==> config.mk <==
export PLATFORM = sky130hd
export DESIGN_NAME = mem_port_arbiter
export DESIGN_NICKNAME = d
export VERILOG_FILES = /design/src/rtl/mem_port_arbiter.sv
export SDC_FILE = /design/constraint.sdc
export NUM_CORES = 1
export LEC_CHECK = 0
export CAP_MARGIN = 30
export CORE_MARGIN = 8
export CORE_UTILIZATION = 41
export CTS_BUF_LIST = sky130_fd_sc_hd__clkbuf_4 sky130_fd_sc_hd__clkbuf_8 sky130_fd_sc_hd__clkbuf_16
export CTS_CLUSTER_DIAMETER = 50
export DETAILED_ROUTE_END_ITERATION = 10
export GPL_TIMING_DRIVEN = 0
export PLACE_DENSITY = 0.81
export SYNTH_ARGS = -nofsm -noshare
export SYNTH_HDL_FRONTEND = slang
export SYNTH_SLANG_ARGS = --single-unit
==> constraint.sdc <==
create_clock -name clk -period 2.47 [get_ports clk]
set_clock_uncertainty 0.15 [all_clocks]
set_input_delay 0.247 -clock clk [delete_from_list [all_inputs] [get_ports clk]]
set_output_delay 0.247 -clock clk [all_outputs]
set_load 0.03 [all_outputs]
==> src/rtl/mem_port_arbiter.sv <==
// Arbitrates one shared memory port between instruction fetch and data access.
// Data wins contention until a waiting fetch has been passed over STARVE_LIMIT times.
`timescale 1ns/1ps
module mem_port_arbiter #(
  parameter int STARVE_LIMIT = 4
) (
  input  logic        clk,
  input  logic        rst,
  input  logic        if_req,
  input  logic [31:0] if_addr,
  input  logic        if_flush,
  output logic [31:0] if_rdata,
  output logic        if_valid,
  output logic        imem_stall,
  input  logic        d_req,
  input  logic        d_we,
  input  logic [31:0] d_addr,
  input  logic [31:0] d_wdata,
  input  logic [3:0]  d_be,
  output logic [31:0] d_rdata,
  output logic        d_valid,
  output logic        dmem_stall,
  output logic        mem_req,
  output logic        mem_we,
  output logic [31:0] mem_addr,
  output logic [31:0] mem_wdata,
  output logic [3:0]  mem_be,
  input  logic [31:0] mem_rdata,
  input  logic        mem_ack
);

  typedef enum logic [1:0] {IDLE, IF_BUSY, D_BUSY, DONE} state_t;

  localparam logic [2:0] LIMIT = 3'(STARVE_LIMIT);

  state_t     state, state_next;
  logic [2:0] starve_cnt, starve_next;
  logic       flush_pending, flush_next;
  logic       owner_data, owner_next;
  logic       grant_if, grant_d;
  logic       busy_ack;

  assign busy_ack = ((state == IF_BUSY) || (state == D_BUSY)) && mem_ack;

  always_comb begin
    state_next  = state;
    starve_next = starve_cnt;
    flush_next  = flush_pending;
    owner_next  = owner_data;
    grant_if    = 1'b0;
    grant_d     = 1'b0;
    case (state)
      IDLE: begin
        if (d_req && !(if_req && (starve_cnt >= LIMIT))) begin
          grant_d = 1'b1;
        end else if (if_req) begin
          grant_if = 1'b1;
        end
        if (grant_d) begin
          state_next = D_BUSY;
          owner_next = 1'b1;
        end
        if (grant_if) begin
          state_next = IF_BUSY;
          owner_next = 1'b0;
        end
        if (!if_req || grant_if) begin
          starve_next = 3'd0;
        end else if (grant_d && (starve_cnt < LIMIT)) begin
          starve_next = starve_cnt + 3'd1;
        end
      end
      IF_BUSY: begin
        if (if_flush) flush_next = 1'b1;
        if (mem_ack) state_next = DONE;
      end
      D_BUSY: begin
        if (mem_ack) state_next = DONE;
      end
      DONE: begin
        state_next = IDLE;
        flush_next = 1'b0;
      end
      default: state_next = IDLE;
    endcase
  end

  always_ff @(posedge clk or negedge rst) begin
    if (!rst) begin
      state         <= IDLE;
      starve_cnt    <= 3'd0;
      flush_pending <= 1'b0;
      owner_data    <= 1'b0;
    end else begin
      state         <= state_next;
      starve_cnt    <= starve_next;
      flush_pending <= flush_next;
      owner_data    <= owner_next;
    end
  end

  // Shared-port command is latched at grant and held untouched until the ack edge.
  always_ff @(posedge clk or negedge rst) begin
    if (!rst) begin
      mem_req   <= 1'b0;
      mem_we    <= 1'b0;
      mem_addr  <= 32'd0;
      mem_wdata <= 32'd0;
      mem_be    <= 4'd0;
    end else if (grant_d) begin
      mem_req   <= 1'b1;
      mem_we    <= d_we;
      mem_addr  <= d_addr;
      mem_wdata <= d_wdata;
      mem_be    <= d_be;
    end else if (grant_if) begin
      mem_req   <= 1'b1;
      mem_we    <= 1'b0;
      mem_addr  <= if_addr;
      mem_wdata <= 32'd0;
      mem_be    <= 4'hF;
    end else if (busy_ack) begin
      mem_req   <= 1'b0;
      mem_we    <= 1'b0;
      mem_addr  <= 32'd0;
      mem_wdata <= 32'd0;
      mem_be    <= 4'd0;
    end
  end

  // A flush arriving on the ack cycle itself must also keep the stale word out.
  always_ff @(posedge clk or negedge rst) begin
    if (!rst) begin
      if_rdata <= 32'd0;
      d_rdata  <= 32'd0;
    end else begin
      if ((state == IF_BUSY) && mem_ack && !flush_pending && !if_flush) begin
        if_rdata <= mem_rdata;
      end
      if ((state == D_BUSY) && mem_ack && !mem_we) begin
        d_rdata <= mem_rdata;
      end
    end
  end

  assign if_valid   = (state == DONE) && !owner_data && !flush_pending && !if_flush;
  assign d_valid    = (state == DONE) && owner_data;
  assign imem_stall = if_req & ~if_valid;
  assign dmem_stall = d_req & ~d_valid;

endmodule
==> results of run 1 <==
cells in the mapped netlist:
| cell | number | share of area |
|---|---|---|
| nor2_2 | 1 | 0.0011 |
| mux2i_1 | 1 | 0.0018 |
| o21ai_0 | 2 | 0.0018 |
| and3_1 | 33 | 0.037 |
| clkbuf_1 | 7 | 0.0047 |
| o21ai_4 | 1 | 0.0029 |
| inv_1 | 5 | 0.0033 |
| nand3_1 | 1 | 0.00089 |
| a211oi_1 | 1 | 0.0013 |
| and2_4 | 1 | 0.0016 |
| nor4b_1 | 1 | 0.0016 |
| buf_6 | 4 | 0.0080 |
| and2b_1 | 1 | 0.0013 |
| a21oi_1 | 4 | 0.0036 |
| clkbuf_2 | 1 | 0.00089 |
| a221o_1 | 32 | 0.057 |
| dfrtp_1 | 141 | 0.63 |
| mux2_2 | 62 | 0.12 |
| a21bo_2 | 1 | 0.0018 |
| nand2b_1 | 2 | 0.0022 |
| and4bb_2 | 1 | 0.0022 |
| o22ai_1 | 1 | 0.0011 |
| mux2_1 | 2 | 0.0040 |
| nand4_1 | 1 | 0.0011 |
| or3_1 | 1 | 0.0011 |
| a22o_1 | 33 | 0.051 |
| nand3b_1 | 2 | 0.0027 |
| a21boi_4 | 1 | 0.0033 |
| o2bb2ai_1 | 5 | 0.0078 |
| nor2_1 | 6 | 0.0040 |
| nor3b_1 | 1 | 0.0013 |
| buf_4 | 7 | 0.0093 |
| nor2b_1 | 2 | 0.0022 |
| nand2_1 | 4 | 0.0027 |
| and2_1 | 2 | 0.0022 |
| ha_1 | 5 | 0.011 |
| buf_2 | 12 | 0.011 |
power groups by stage:
stage | clock network (W) | registers (W) | logic [W]
final | 0.00261 | 0.00406 | 0.00698
after global routing | 0.00277 | 0.00420 | 0.00736
after CTS | 0.00266 | 0.00406 | 0.00706
after detailed placement | 0 | 0.00406 | 0.00703
after global placement | 0 | 0.00401 | 0.00690
after floorplan | 0 | 0.00605 | 0.00192
registers in the layout, indices dropped and copies added, names as in the netlist, 2 cells and up:
| signal | count |
|---|---|
| d_rdata | 32 |
| if_rdata | 32 |
| mem_addr | 32 |
| mem_wdata | 32 |
| mem_be | 4 |
| starve_cnt | 3 |
| state | 2 |
area by class of cell:
class                   count  area [um2]  area share
flip-flops and latches    141        3530       0.381
plain buffers              31         189      0.0204
well taps                 180         225      0.0243
multi-input cells         211        1900       0.205
repair buffers            278        2800       0.302
inverters                   5        18.8     0.00203
clock buffers              19         440      0.0475
clock inverters            13         163      0.0176
metrics by stage:
stage / utilization / TNS [ns] / hold slack, ns
2_1_floorplan: - / 0 / -0.199
3_3_place_gp: 0.630 / -603.94 / 0.312
3_5_place_dp: 0.632 / 0 / 0.0309
4_1_cts: 0.678 / 0 / 0.173
5_1_grt: 0.678 / 0 / 0.203
6_report: 0.678 / 0 / 0.180
routing by layer:
layer / vias to the layer above / track usage / share of wire
met1: 2244 / 0.236 / 0.41
met2: 183 / 0.342 / 0.50
met5: - / 0 / 0
li1: 2051 / - / -
met4: 0 / 0.0630 / 0.018
met3: 20 / 0.0749 / 0.078
timing repair:
action                     in CTS  in global routing
gates resized for setup         2                  1
hold endpoints to repair       41                  0
hold buffers                    2                  0
setup endpoints to repair       2                  1
setup buffers                   0                  0
final timing paths:
| path | from | end | depth (start not counted) |
|---|---|---|---|
| worst min-delay path | rst | if_rdata[7] | 2 |
| worst min register to register | mem_be[2] | mem_be[2] | 1 |
| worst max-delay path | state[0] | d_valid | 3 |
| max in group asynchronous | rst | if_rdata[27] | 3 |
| min in group clk | d_wdata[10] | mem_wdata[10] | 2 |
| worst max register to register | state[0] | mem_wdata[22] | 8 |
logic make-up after synthesis:
family                     count (synthesis)  synth area share
DFF                                      141             0.626
and+or+nand+nor                           60            0.0648
muxes                                     65             0.130
AOI/OAI and AO/OA                         81             0.132
buffers and inverters                     36            0.0368
adders and majority gates                  5            0.0111
cell usage in the layout (no fill, tap or decap), drive strengths merged:
cell type,synthesis,final
nand2,4,4
and2b,1,1
and2,3,3
a21oi,4,4
mux2,64,64
bufinv,0,3
ha,5,5
or3,1,1
nand3b,2,2
nor2,7,7
a21boi,1,1
clkinv,0,4
o2bb2ai,5,5
dlygate4sd3,0,2
dfrtp,141,141
o21ai,3,3
clkinvlp,0,3
inv,5,8
a211oi,1,1
nand2b,2,2
clkbuf,8,27
a22o,33,33
and4bb,1,1
nand4,1,1
nor3b,1,1
buf,23,25
mux2i,1,1
nor4b,1,1
dlymetal6s2s,0,1
dlygate4sd2,0,2
nor2b,2,2
and3,33,33
clkdlybuf4s50,0,271
o22ai,1,1
a21bo,1,1
a221o,32,32
nand3,1,1
critical path: stages (launching register included):
cell	delay, ns
dfrtp_1	0.43
ha_1	0.20
and2_1	0.14
clkdlybuf4s50_1	0.70
==> results, run 1 <==
- The number of hold violations in the final report is 0.
- Once placement completed, the tool counted placed cells totaling 844.
- Cell internal power was estimated by the tool at 0.00819 W.
- The worst-case IR drop observed on VDD is 839 uV.
- After filler insertion, the fill cell instance count of the layout stands at 998.
- Row generation in the floorplan step produced 43 rows.
- The finished layout holds 878 standard cells, fillers aside.
- After global routing the overflow that remains totals 0.
- The Yosys warning count is 0.
- The critical path data arrival time is 1.88 ns.
- The detailed-placement wirelength estimate is 13,700 um.
- The kind of critical path is register to output port.
- The post-placement worst setup slack is 0.149 ns.
- The number of nets in the synthesized netlist is 532.
- The time the final worst path needs with I/O delays and setup is 2.28 ns.
- Relative to the synthesized area, the layout overhead comes to 64.4%.
- Setup repair after global routing left no endpoint under its margin.
- The initial utilization of the core area, before any placement, comes to 0.412.
- The flow ran to the end, and the final reports show no timing, DRC or antenna violations.
- The width of the die is 133 um.
- The number of endpoints failing setup at the final stage is 0.
- The repair_antennas step left the layout with diodes totalling 0.
- Synthesis handed over a netlist of 388 instances.
- In this run the power density over the cells is 1470 nW/um2.
- The worst endpoint required time is 2.07 ns.
- Of the total power, the share spent switching nets is 0.400.
- From bottom edge to top edge, the die measures 133 um.
- The library cell used as clock root buffer is clkbuf_16.
- STA classifies the critical path endpoint as an output port.
- The highest net fanout along the worst path is 5.
- The post-synthesis register bit count is 141.
- In the final layout, the share of cells above drive strength 1 is 0.181.
- The first detailed-routing pass took 6 iterations.
- For this run, the top clock speed supported by timing is 440 MHz.
- The level count of the clock H-tree is 4.
- The number of distinct library cell variants in the gate-level netlist after synthesis is 37.
- The register-to-register path setup slack is 0.43 ns.
- The clock input transition at the sequential cells of the worst setup and hold paths is 0.06 ns.
- The final standard cell area without fillers is 9270 um2.
- The clock tree from TritonCTS is built.
- The final layout contains routed wiring with a total length of 18,100 um.
- The routability congestion estimate from global placement is 0.760.
- The final count of pins violating max slew is 0.
- The share of total power in combinational logic is 0.511.
- The first global-routing pass estimated 28,500 um of wire.
- The slew of the pin with the lowest slew margin is 0.508 ns.
- Counting the buffers created by CTS gives 17.
- Headroom to the max-slew limit came out at 0.661.
- Summed over all cells, the static leakage comes to 4.11 nW.
- Entering global routing, the biggest net connects 102 pins.
- The number of global-route vias before repair came to 5,131.
- The die area is 17,800 um2.
- Total power for the finished layout comes to 0.0136 W.
- Once placement finished, the instance area stood at 8640 um2.
- Detailed routing inserted a total of 4,498 vias.
- The post-detailed-route wirelength per cell is 20.6 um.
- In the global route stage, overall resource usage came out at 0.203.
- After the first detailed-routing iteration, the DRC count stood at 161.
- The final layout contains 829 nets.
- The number of max-cap violations is 0.
- The core region is 13,700 um2.
- The area of the mapped netlist is 5640 um2.
- The sequential-to-total area share from yosys stat is 0.626.
- For this run, design rule violations remaining after detail routing come to 0.
- Pin placement for this block handled 277 I/O pins.
- Once detail routing completed, the nets flagged for antenna violations numbered 0.
- The initial antenna violation count is 0.
- The share of total power dissipated in sequential elements is 0.298.
- The later pin in the worst-skew pair is clocked with a latency of 0.40 ns.
- In the finished design, the share of the clock period the worst path needs comes to 0.921.
- The per-instance average area after synthesis is 14.5 um2.
- The path class of the tightest hold or removal check is primary input to async pin.
- Buffers placed on the I/O ports in this run total 275.
- In this run the power spent charging and discharging nets is 0.00546 W.
- CTS saw 141 sinks.
- The clock passes through at most 2 buffers.
- The slack of the critical path is 0.195 ns.
- The share of total power in the clock network is 0.191.
- The post-detailed-route via-to-cell ratio is 5.12.
- STA classifies the critical path startpoint as a register.
No activity file was read; power rests on OpenSTA's default activity.
==> run 2, diff against run 1 <==
--- a/config.mk
+++ b/config.mk
@@ -11,7 +11,6 @@
 export CTS_BUF_LIST = sky130_fd_sc_hd__clkbuf_4 sky130_fd_sc_hd__clkbuf_8 sky130_fd_sc_hd__clkbuf_16
 export CTS_CLUSTER_DIAMETER = 50
 export DETAILED_ROUTE_END_ITERATION = 10
-export GPL_TIMING_DRIVEN = 0
 export PLACE_DENSITY = 0.81
 export SYNTH_ARGS = -nofsm -noshare
 export SYNTH_HDL_FRONTEND = slang
==> run 2 against run 1 <==
Compared with the run above:
- routed wire length decreased by 4.2%
- combinational power decreased by 1%
- worst hold slack improved by 0.020 ns
- cell area decreased by 0.42%
- die area unchanged
- sequential cell count unchanged
- global-route usage decreased by 0.85 points
- largest cell class unchanged
- largest power group unchanged
==> results, run 2 (synthesized netlist as in run 1, its figures left out) <==
- The power density over the cells is 1480 nW/um2 (+0.50%).
- The post-detailed-route via-to-cell ratio is 5.12 (about the same).
- The initial antenna violation count was 0 (unchanged).
- The number of buffer and inverter stages on the critical path is 1 (unchanged).
- The detailed-placement wirelength estimate is 13,100 um (-4.7%).
- The share of the clock period used by the worst path after layout came to 0.929 (+0.00736).
- The maximum number of pins on one net before global-route repair was 54 (-47%).
- The final count of pins violating max slew was 0 (unchanged).
- The run finished with clean final reports.
- The global-route usage over all layers is 0.195 (-0.00848).
- The number of endpoints failing setup at the final stage is 0 (unchanged).
- The post-detailed-route wirelength per cell came to 20.2 um (-2.0%).
- The routability congestion estimate from global placement was 0.765 (+0.67%).
- The worst hold-check path type is primary input to async pin.
- The core area is 13,700 um2 (unchanged).
- The total congestion overflow after global routing is 0 (unchanged).
- The final standard cell area without fillers is 9230 um2 (-0.42%).
- The static leakage came to 4.07 nW (-1.0%).
- The worst setup path is launched from a register.
- The area added between synthesis and finish is 63.7%.
- The die area was 17,800 um2 (unchanged).
- The number of placement rows is 43 (unchanged).
- The sequential cell area is 3530 um2 (unchanged).
- TritonCTS built the clock tree.
- The worst-skew pair later-pin latency is 0.41 ns (about the same).
- The tree is rooted in a clkbuf_16.
- The via count was 4,398 (-2.2%).
- The TritonCTS buffer count is 17 (unchanged).
- The total area of multi-input combinational cells was 1900 um2 (unchanged).
- The highest net fanout along the worst path is 5 (unchanged).
- The library cells used most frequently in the layout, excluding fill and tap cells, are 272 x clkdlybuf4s50_1, 141 x dfrtp_1, 62 x mux2_2, 33 x and3_1, 33 x a22o_1.
- The global-route wire length before repair is 27,100 um (-4.8%).
- The net count reported at finish is 810 (-2.3%).
- The remaining antenna violation count is 0 (unchanged).
- The headroom to the max-slew limit came to 0.671 (+0.00955).
- The final standard cell count with taps included and fillers excluded is 859 (-2.2%).
- The setup path with the least slack is of type register to output port.
- The number of global-route vias before repair came to 4,850 (-5.5%).
- The die extent in y came to 133 um (unchanged).
- The overall power after layout came to 0.0137 W (about the same).
- Traced cell by cell, the critical path runs through ha_1, and2_1, clkdlybuf4s50_1.
- The initial DRC count came to 276 (+71%).
- The count of input and output buffers is 276 (+0.36%).
- The level count of the clock H-tree is 4 (unchanged).
- The filler cell count is 983 (-1.5%).
- The time the final worst path needs with I/O delays and setup is 2.29 ns (+0.0182 ns).
- The clock input transition at the sequential cells of the worst setup and hold paths came to 0.06 ns (about the same).
- The number of antenna cells inserted is 0 (unchanged).
- The number of buffers added for setup after CTS is 0 (unchanged).
- The number of hold violations in the final report is 0 (unchanged).
- The initial core utilization is 0.412 (unchanged).
- The layout cell share with drive strength beyond 1 was 0.168 (-0.0126).
- The instance area at placement is 8580 um2 (-0.68%).
- The remaining design rule violation count was 0 (unchanged).
- The peak clock frequency supported by timing was 436 MHz (-0.79%).
- The width of the die is 133 um (unchanged).
- The most common cell after layout, fill and taps aside is clkdlybuf4s50_1.
- The worst endpoint required time is 2.07 ns (about the same).
- The number of detailed-routing iterations run before antenna repair came to 5 (-1).
- The peak ir drop on the vdd network was 737 uV (-12%).
- Broken down by cell family, the worst path's largest delay share belongs to buffers and inverters.
- The total I/O pin count came to 277 (unchanged).
- The total number of clock tree sinks is 141 (unchanged).
- The slew of the pin with the lowest slew margin is 0.493 ns (-0.0143 ns).
- The peak per-stage delay on the critical path came to 0.70 ns (about the same).
- The final wirelength is 17,400 um (-4.2%).
- The worst-case clock buffer depth is 2 (unchanged).
- The critical path data arrival time is 1.90 ns (+0.02 ns).
- The count of placed standard cells including taps is 826 (-2.1%).
- The total negative slack for setup checks is 0 ns (unchanged).
- The slowest stage of the critical path is the clkdlybuf4s50_1 cell.
- The worst hold slack after final layout is 0.200 ns (+0.0202 ns).
- Setup repair after global routing left no endpoint under its margin.
- The number of max-cap violations came to 0 (unchanged).
- The kind of end point of the critical path is an output port.
run 2: what timing repair did:
action | CTS | global route
hold endpoints to repair | 50 | 0
resized for setup | 3 | 0
setup endpoints to repair | 3 | 0
hold buffers | 1 | 0
run 2: per-stage QoR:
step,util,worst slack (ns)
final,0.675,0.177
after global routing,0.675,0.0580
after CTS,0.675,0.164
after detailed placement,0.628,0.201
after global placement,0.628,0.240
after floorplan,-,0.0177
run 2: metal layers:
metal  GRT usage  vias to the layer above  wire [um]
li1            -                     2018          -
met1       0.230                     2172       7220
met2       0.323                      190       8620
met3      0.0648                       18       1200
met4      0.0724                        0        331
met5           0                        -          0
run 2: power breakdown:
part	total, W	internal (W)	switching [W]
clock	0.00270	0.00178	0.000923
combinational	0.00689	0.00312	0.00377
sequential	0.00406	0.00341	0.000654
total	0.0137	0.00830	0.00535
run 2: cell type report:
type,instances,area share
inverters,5,0.00203
clock buffers,22,0.0515
multi-input cells,211,0.206
clock inverters,10,0.0175
well taps,180,0.0244
flip-flops and latches,141,0.382
repair buffers,290,0.316
run 2: path summary, 6_finish.rpt:
kind / startpoint / endpoint / slack, ns / cells past startpoint
max in group asynchronous: rst / mem_wdata[22] / 1.25 / 3
worst max-delay path: state[0] / d_valid / 0.18 / 3
min in group clk: d_wdata[3] / mem_wdata[3] / 0.29 / 2
worst max register to register: state[0] / mem_addr[16] / 0.40 / 6
worst min-delay path: rst / d_rdata[7] / 0.20 / 2
worst min register to register: if_rdata[28] / if_rdata[28] / 0.34 / 1
==> run 3, diff against run 2 <==
--- a/config.mk
+++ b/config.mk
@@ -6,6 +6,7 @@
 export NUM_CORES = 1
 export LEC_CHECK = 0
 export CAP_MARGIN = 30
+export CORE_ASPECT_RATIO = 0.9
 export CORE_MARGIN = 8
 export CORE_UTILIZATION = 41
 export CTS_BUF_LIST = sky130_fd_sc_hd__clkbuf_4 sky130_fd_sc_hd__clkbuf_8 sky130_fd_sc_hd__clkbuf_16
==> run 3 against run 2 <==
Compared with the run above:
- via count is 0.18% higher
- setup slack gained 0.010 ns
- largest power group unchanged
- highest routed layer unchanged
- global-route usage fell by 0.11 points
- sequential cell count unchanged
- routed wire length barely moved
- count of clock-buffer cells in the layout decreased by 1
- clock power about the same
- sequential share of layout area up 0.057 points
==> results, run 3 (synthesized netlist as in run 1, its figures left out) <==
- The slack of the critical path is 0.187 ns (+0.0104 ns).
- The number of detailed-routing iterations run before antenna repair is 4 (-1).
- The library cells used most frequently in the layout, excluding fill and tap cells, are 272 x clkdlybuf4s50_1, 141 x dfrtp_1, 62 x mux2_2, 33 x and3_1, 33 x a22o_1.
- The worst-skew pair later-pin latency is 0.41 ns (about the same).
- The total I/O pin count is 277 (unchanged).
- The net count reported at finish is 809 (-0.12%).
- The die extent in y is 127 um (-4.5%).
- The instance area at placement is 8570 um2 (-0.12%).
- The critical path data arrival time came to 1.89 ns (about the same).
- The clock tree from TritonCTS is built.
- The library cell used as clock root buffer is clkbuf_16.
- The critical path in this run is classified as register to output port.
- The static leakage is 4.07 nW (about the same).
- The total number of clock tree sinks was 141 (unchanged).
- The number of buffers added for setup after CTS is 0 (unchanged).
- The detailed-placement wirelength estimate is 12,900 um (-1.7%).
- The clock input transition at the sequential cells of the worst setup and hold paths came to 0.05 ns (about the same).
- The width of the die is 140 um (+4.8%).
- The final wirelength is 17,400 um (about the same).
- The post-placement worst setup slack is 0.193 ns (-0.00799 ns).
- The remaining design rule violation count came to 0 (unchanged).
- The worst endpoint required time is 2.07 ns (about the same).
- The flow ran to the end, and the final reports show no timing, DRC or antenna violations.
- The via count came to 4,406 (+0.18%).
- The number of placement rows is 40 (-7.0%).
- The area added between synthesis and finish is 63.5%.
- The number of endpoints failing setup at the final stage came to 0 (unchanged).
- The die area is 17,800 um2 (about the same).
- The final count of pins violating max slew is 0 (unchanged).
- The count of input and output buffers is 276 (unchanged).
- The initial antenna violation count is 0 (unchanged).
- The time the final worst path needs with I/O delays and setup came to 2.28 ns (-0.0104 ns).
- Setup repair after global routing left no endpoint under its margin.
- The initial core utilization was 0.420 (+0.00777).
- The critical path's slowest cell is clkdlybuf4s50_1.
- The maximum number of pins on one net before global-route repair is 70 (+30%).
- The number of hold violations in the final report is 0 (unchanged).
- The peak ir drop on the vdd network is 876 uV (+19%).
- The post-detailed-route via-to-cell ratio is 5.21 (+1.7%).
- The peak clock frequency supported by timing is 438 MHz (+0.46%).
- The worst setup path is captured at an output port.
- The library cell used most frequently in the layout, excluding fill and tap cells, is clkdlybuf4s50_1.
- The overall power after layout is 0.0136 W (-0.14%).
- The slew of the pin with the lowest slew margin is 0.565 ns (+0.0716 ns).
- The element type at the critical path start is a register.
- The core area is 13,400 um2 (-1.8%).
- The initial DRC count is 226 (-18%).
- The number of antenna cells inserted is 0 (unchanged).
- The total negative slack for setup checks came to 0 ns (unchanged).
- The remaining antenna violation count is 0 (unchanged).
- The worst hold-check path type is primary input to async pin.
- The number of max-cap violations was 0 (unchanged).
- The power density over the cells is 1480 nW/um2 (about the same).
- The highest net fanout along the worst path is 5 (unchanged).
- The post-detailed-route wirelength per cell is 20.5 um (+1.5%).
- The peak per-stage delay on the critical path is 0.69 ns (about the same).
- The number of global-route vias before repair is 4,782 (-1.4%).
- The level count of the clock H-tree is 4 (unchanged).
- Walking the worst path, the cells encountered are ha_1, and2_1, clkdlybuf4s50_1.
- The total congestion overflow after global routing is 0 (unchanged).
- The utilization after layout is 0.687 (+0.0117).
- The routability congestion estimate from global placement is 0.747 (-2.3%).
- The headroom to the max-slew limit was 0.623 (-0.0477).
- The TritonCTS buffer count was 17 (unchanged).
- The global-route usage over all layers was 0.194 (-0.00109).
- The worst-case clock buffer depth came to 2 (unchanged).
- The global-route wire length before repair is 26,800 um (-1.2%).
- The final standard cell area without fillers was 9210 um2 (-0.15%).
- The share of the clock period used by the worst path after layout is 0.924 (-0.00422).
- The layout cell share with drive strength beyond 1 came to 0.167 (-0.00123).
## run 3: timing repair
action | CTS | global route
hold buffers | 1 | 0
endpoints found under the setup margin | 3 | 0
resized for setup | 3 | 0
hold endpoints to repair | 58 | 0
## run 3: layer usage
metal	track usage	up-vias	share of wire
met1	0.225	2167	0.41
li1	-	2008	-
met5	0	-	0
met3	0.0774	16	0.091
met2	0.322	215	0.48
met4	0.0657	0	0.015
## run 3: final cells by class
type,count,area (um2)
clock inverters,11,165
well taps,168,210
inverters,5,18.8
repair buffers,289,2920
flip-flops and latches,141,3530
fillers,909,4200
multi-input cells,211,1900
clock buffers,21,468
## run 3: through the flow
stage | cells | hold slack [ns]
2_1_floorplan | 388 | -0.199
3_5_place_dp | 813 | 0.116
4_1_cts | 846 | 0.249
3_3_place_gp | 813 | 0.111
5_1_grt | 846 | 0.269
6_report | 846 | 0.234
## run 3: report_power, final
group | internal, W | switching (W) | leakage (nW)
clock network | 0.00176 | 0.000945 | 0.314
logic | 0.00310 | 0.00376 | 1.99
registers | 0.00341 | 0.000659 | 1.77
## run 3: critical path, delay by kind of cell, from the launching register on
kind | cells | cell delay, ns
adder cells (fa/ha/maj) | 1 | 0.20
buffers and inverters | 1 | 0.69
AND/OR/NAND/NOR | 1 | 0.18
flip-flops | 1 | 0.41
## run 3: path summary, 6_finish.rpt
kind                       slack [ns]        start       endpoint  cells after the start
min                              0.23          rst    if_rdata[2]                      2
min reg2reg                      0.33      mem_req        mem_req                      2
max in group asynchronous        1.21          rst    d_rdata[28]                      3
min in group clk                 0.28  d_wdata[10]  mem_wdata[10]                      2
max reg2reg                      0.49     state[0]     d_rdata[4]                      5
max                              0.19     state[0]        d_valid                      3
==> edit: new RTL, config.mk and constraints of run 3 <==
Reset style: synchronous (`rst`), changed in 3 clocked blocks.
--- a/src/rtl/mem_port_arbiter.sv
+++ b/src/rtl/mem_port_arbiter.sv
@@ -85,7 +85,7 @@
     endcase
   end
 
-  always_ff @(posedge clk or negedge rst) begin
+  always_ff @(posedge clk) begin
     if (!rst) begin
       state         <= IDLE;
       starve_cnt    <= 3'd0;
@@ -100,7 +100,7 @@
   end
 
   // Shared-port command is latched at grant and held untouched until the ack edge.
-  always_ff @(posedge clk or negedge rst) begin
+  always_ff @(posedge clk) begin
     if (!rst) begin
       mem_req   <= 1'b0;
       mem_we    <= 1'b0;
@@ -129,7 +129,7 @@
   end
 
   // A flush arriving on the ack cycle itself must also keep the stale word out.
-  always_ff @(posedge clk or negedge rst) begin
+  always_ff @(posedge clk) begin
     if (!rst) begin
       if_rdata <= 32'd0;
       d_rdata  <= 32'd0;
Formal check against the unedited RTL: differs if rst is asserted again (counterexample within 4 cycles, from zero or initial values and one cycle with rst low); with rst held inactive, the same outputs for 4 cycles.
==> edit against run 3 <==
  * Non-clock buffer count decreased by 1
  * Wire length increased by 8.4%
  * Maximum frequency decreased by 3.8%
  * Design area decreased by 5.1%
  * Synthesized area decreased by 5.1%
  * Setup slack got worse by 0.090 ns
  * Worst hold slack got worse by 0.19 ns
  * Sequential cell count unchanged
  * Critical path depth increased by 1
Power is not compared: it rests on default switching activity, and its combinational part moved more than twofold at a synthesized area within 25%.
==> edit: results (changes against run 3) <==
[setup_path]
cp.arrival_ns = 1.98  ; was 1.89 ns
r2r_setup_slack_ns = 0.32  ; was 0.49 ns
critPathMaxFanout = 4  ; was 5

[clocking]
postCtsSetupBuffers = 0  ; unchanged
cts_max_path_buffers = 2  ; unchanged
clockRootBuffer = clkbuf_16  ; unchanged
clock_latency_ns = 0.40
cts_inserted_buffers = 17  ; unchanged
cts-htree-levels = 4  ; unchanged
clkTransAtPathRegs_ns = 0.06

[layout]
nets = 946  ; was 809
drive_gt1_share_pct = 6.748  ; was 16.67%
fillers = 926  ; was 909
n_antenna_cell = 0  ; unchanged

[power]
leakage_uw = 0.003103
ir_drop_uv = 646.8

[drt]
wl_per_cell_um = 19.22  ; was 20.51 um
firstDrtPassIters = 4  ; unchanged
vias_per_cell = 5.249  ; was 5.208
drt-initial-drc-count = 226  ; unchanged

[synthesis]
synthArstFlopShare_pct = 0  ; was 100.0%
yosysUniqueCellTypes = 37  ; unchanged
ys_seq_area_share_pct = 52.75  ; was 62.60%
ys_top_cells_by_area = dfxtp_1, nand2_1, a21boi_0  ; was dfrtp_1, mux2_2, a221o_1
synth_fa_ha_area_share_pct = 1.169  ; was 1.110%
synth_xor_area_share_pct = 0  ; unchanged
muxShareOfSynthArea_pct = 0.1870  ; was 12.96%
synth_cells = 543  ; was 388
syn-num-nets = 687  ; was 532
synth.top_cells.by_count = dfxtp_1, nand2_1, a21boi_0  ; was dfrtp_1, mux2_2, a22o_1, and3_1, a221o_1
synth_compound_area_share_pct = 27.66  ; was 13.16%
ys.warnings.count = 0  ; unchanged

[placed_design]
routabilityCongestion = 0.7779  ; was 0.7471
placed_area_mm2 = 0.008152  ; was 0.008574 mm2
hpwl_um = 13890  ; was 12870 um

[run_status]
status = complete, no violations  ; unchanged

[global_route]
grt_pass1_vias = 5442  ; was 4782
antenna_found_initial = 0  ; unchanged
grt_pass1_wl_um = 29190  ; was 26810 um
grt_usage_pct = 21.63  ; was 19.37%
grt_max_degree = 66  ; was 70

[min_path]
min_path_type = primary input to flop  ; was primary input to asynchronous set/reset pin

[sta]
hold_ws_ns = 0.04831  ; was 0.2339 ns
slew_headroom_pct = 55.62  ; was 62.33%

-- edit: power by group through the flow --
| stage | logic, uW | registers [uW] | clock network [uW] |
|---|---|---|---|
| 6_report | 2760 | 2870 | 2560 |
| 5_1_grt | 2940 | 2910 | 2710 |
| 4_1_cts | 2780 | 2870 | 2590 |
| 3_5_place_dp | 2770 | 2900 | 0 |
| 3_3_place_gp | 2710 | 2890 | 0 |
| 2_1_floorplan | 963 | 3540 | 0 |
-- edit: worst paths after layout --
| path | startpoint | to | cells after the start |
|---|---|---|---|
| min | rst | flush_pending | 2 |
| max | state[0] | dmem_stall | 4 |
| min reg2reg | d_rdata[28] | d_rdata[28] | 2 |
| max reg2reg | state[0] | mem_wdata[27] | 6 |
-- edit: logic make-up after synthesis --
family	after synthesis
compound gates	181
flops	141
fa+ha+maj	5
buf+inv	51
simple gates	164
mux	1
-- edit: cell type report --
class / count / area, um2 / share of cell area, %
clock buffer: 18 / 439.2 / 5.021
clock inverter: 14 / 157.7 / 1.802
inverter: 3 / 11.26 / 0.1287
multi-input combinational: 351 / 2267 / 25.92
sequential: 141 / 2823 / 32.27
tap: 164 / 205.2 / 2.346
timing repair buffer: 288 / 2844 / 32.51
-- edit: critical path: stages (launching register included) --
cell	delay [ns]
dfxtp_1	0.34
ha_1	0.24
and2_1	0.19
nor2b_1	0.12
clkdlybuf4s50_1	0.68
-- edit: what timing repair did --
action                     in CTS  in global routing
setup endpoints to repair       1                  0
gates resized for setup         1                  0
hold buffers                    0                  0
-- edit: stage by stage --
step	setup WS [ns]	utilization [%]	std cells
4_1_cts	0.07226	68.68	979
6_report	0.09742	68.68	979
5_1_grt	0.01020	68.68	979
3_5_place_dp	0.1682	64.00	947
2_1_floorplan	0.02612	-	543
3_3_place_gp	0.2227	64.00	947
-- edit: layer usage --
layer | vias up | part of all wire [%] | GRT usage [%]
li1 | 2458 | - | -
met1 | 2440 | 39 | 23.32
met2 | 212 | 50 | 37.60
met3 | 29 | 8.5 | 8.508
met4 | 0 | 2.3 | 7.101
met5 | - | 0 | 0
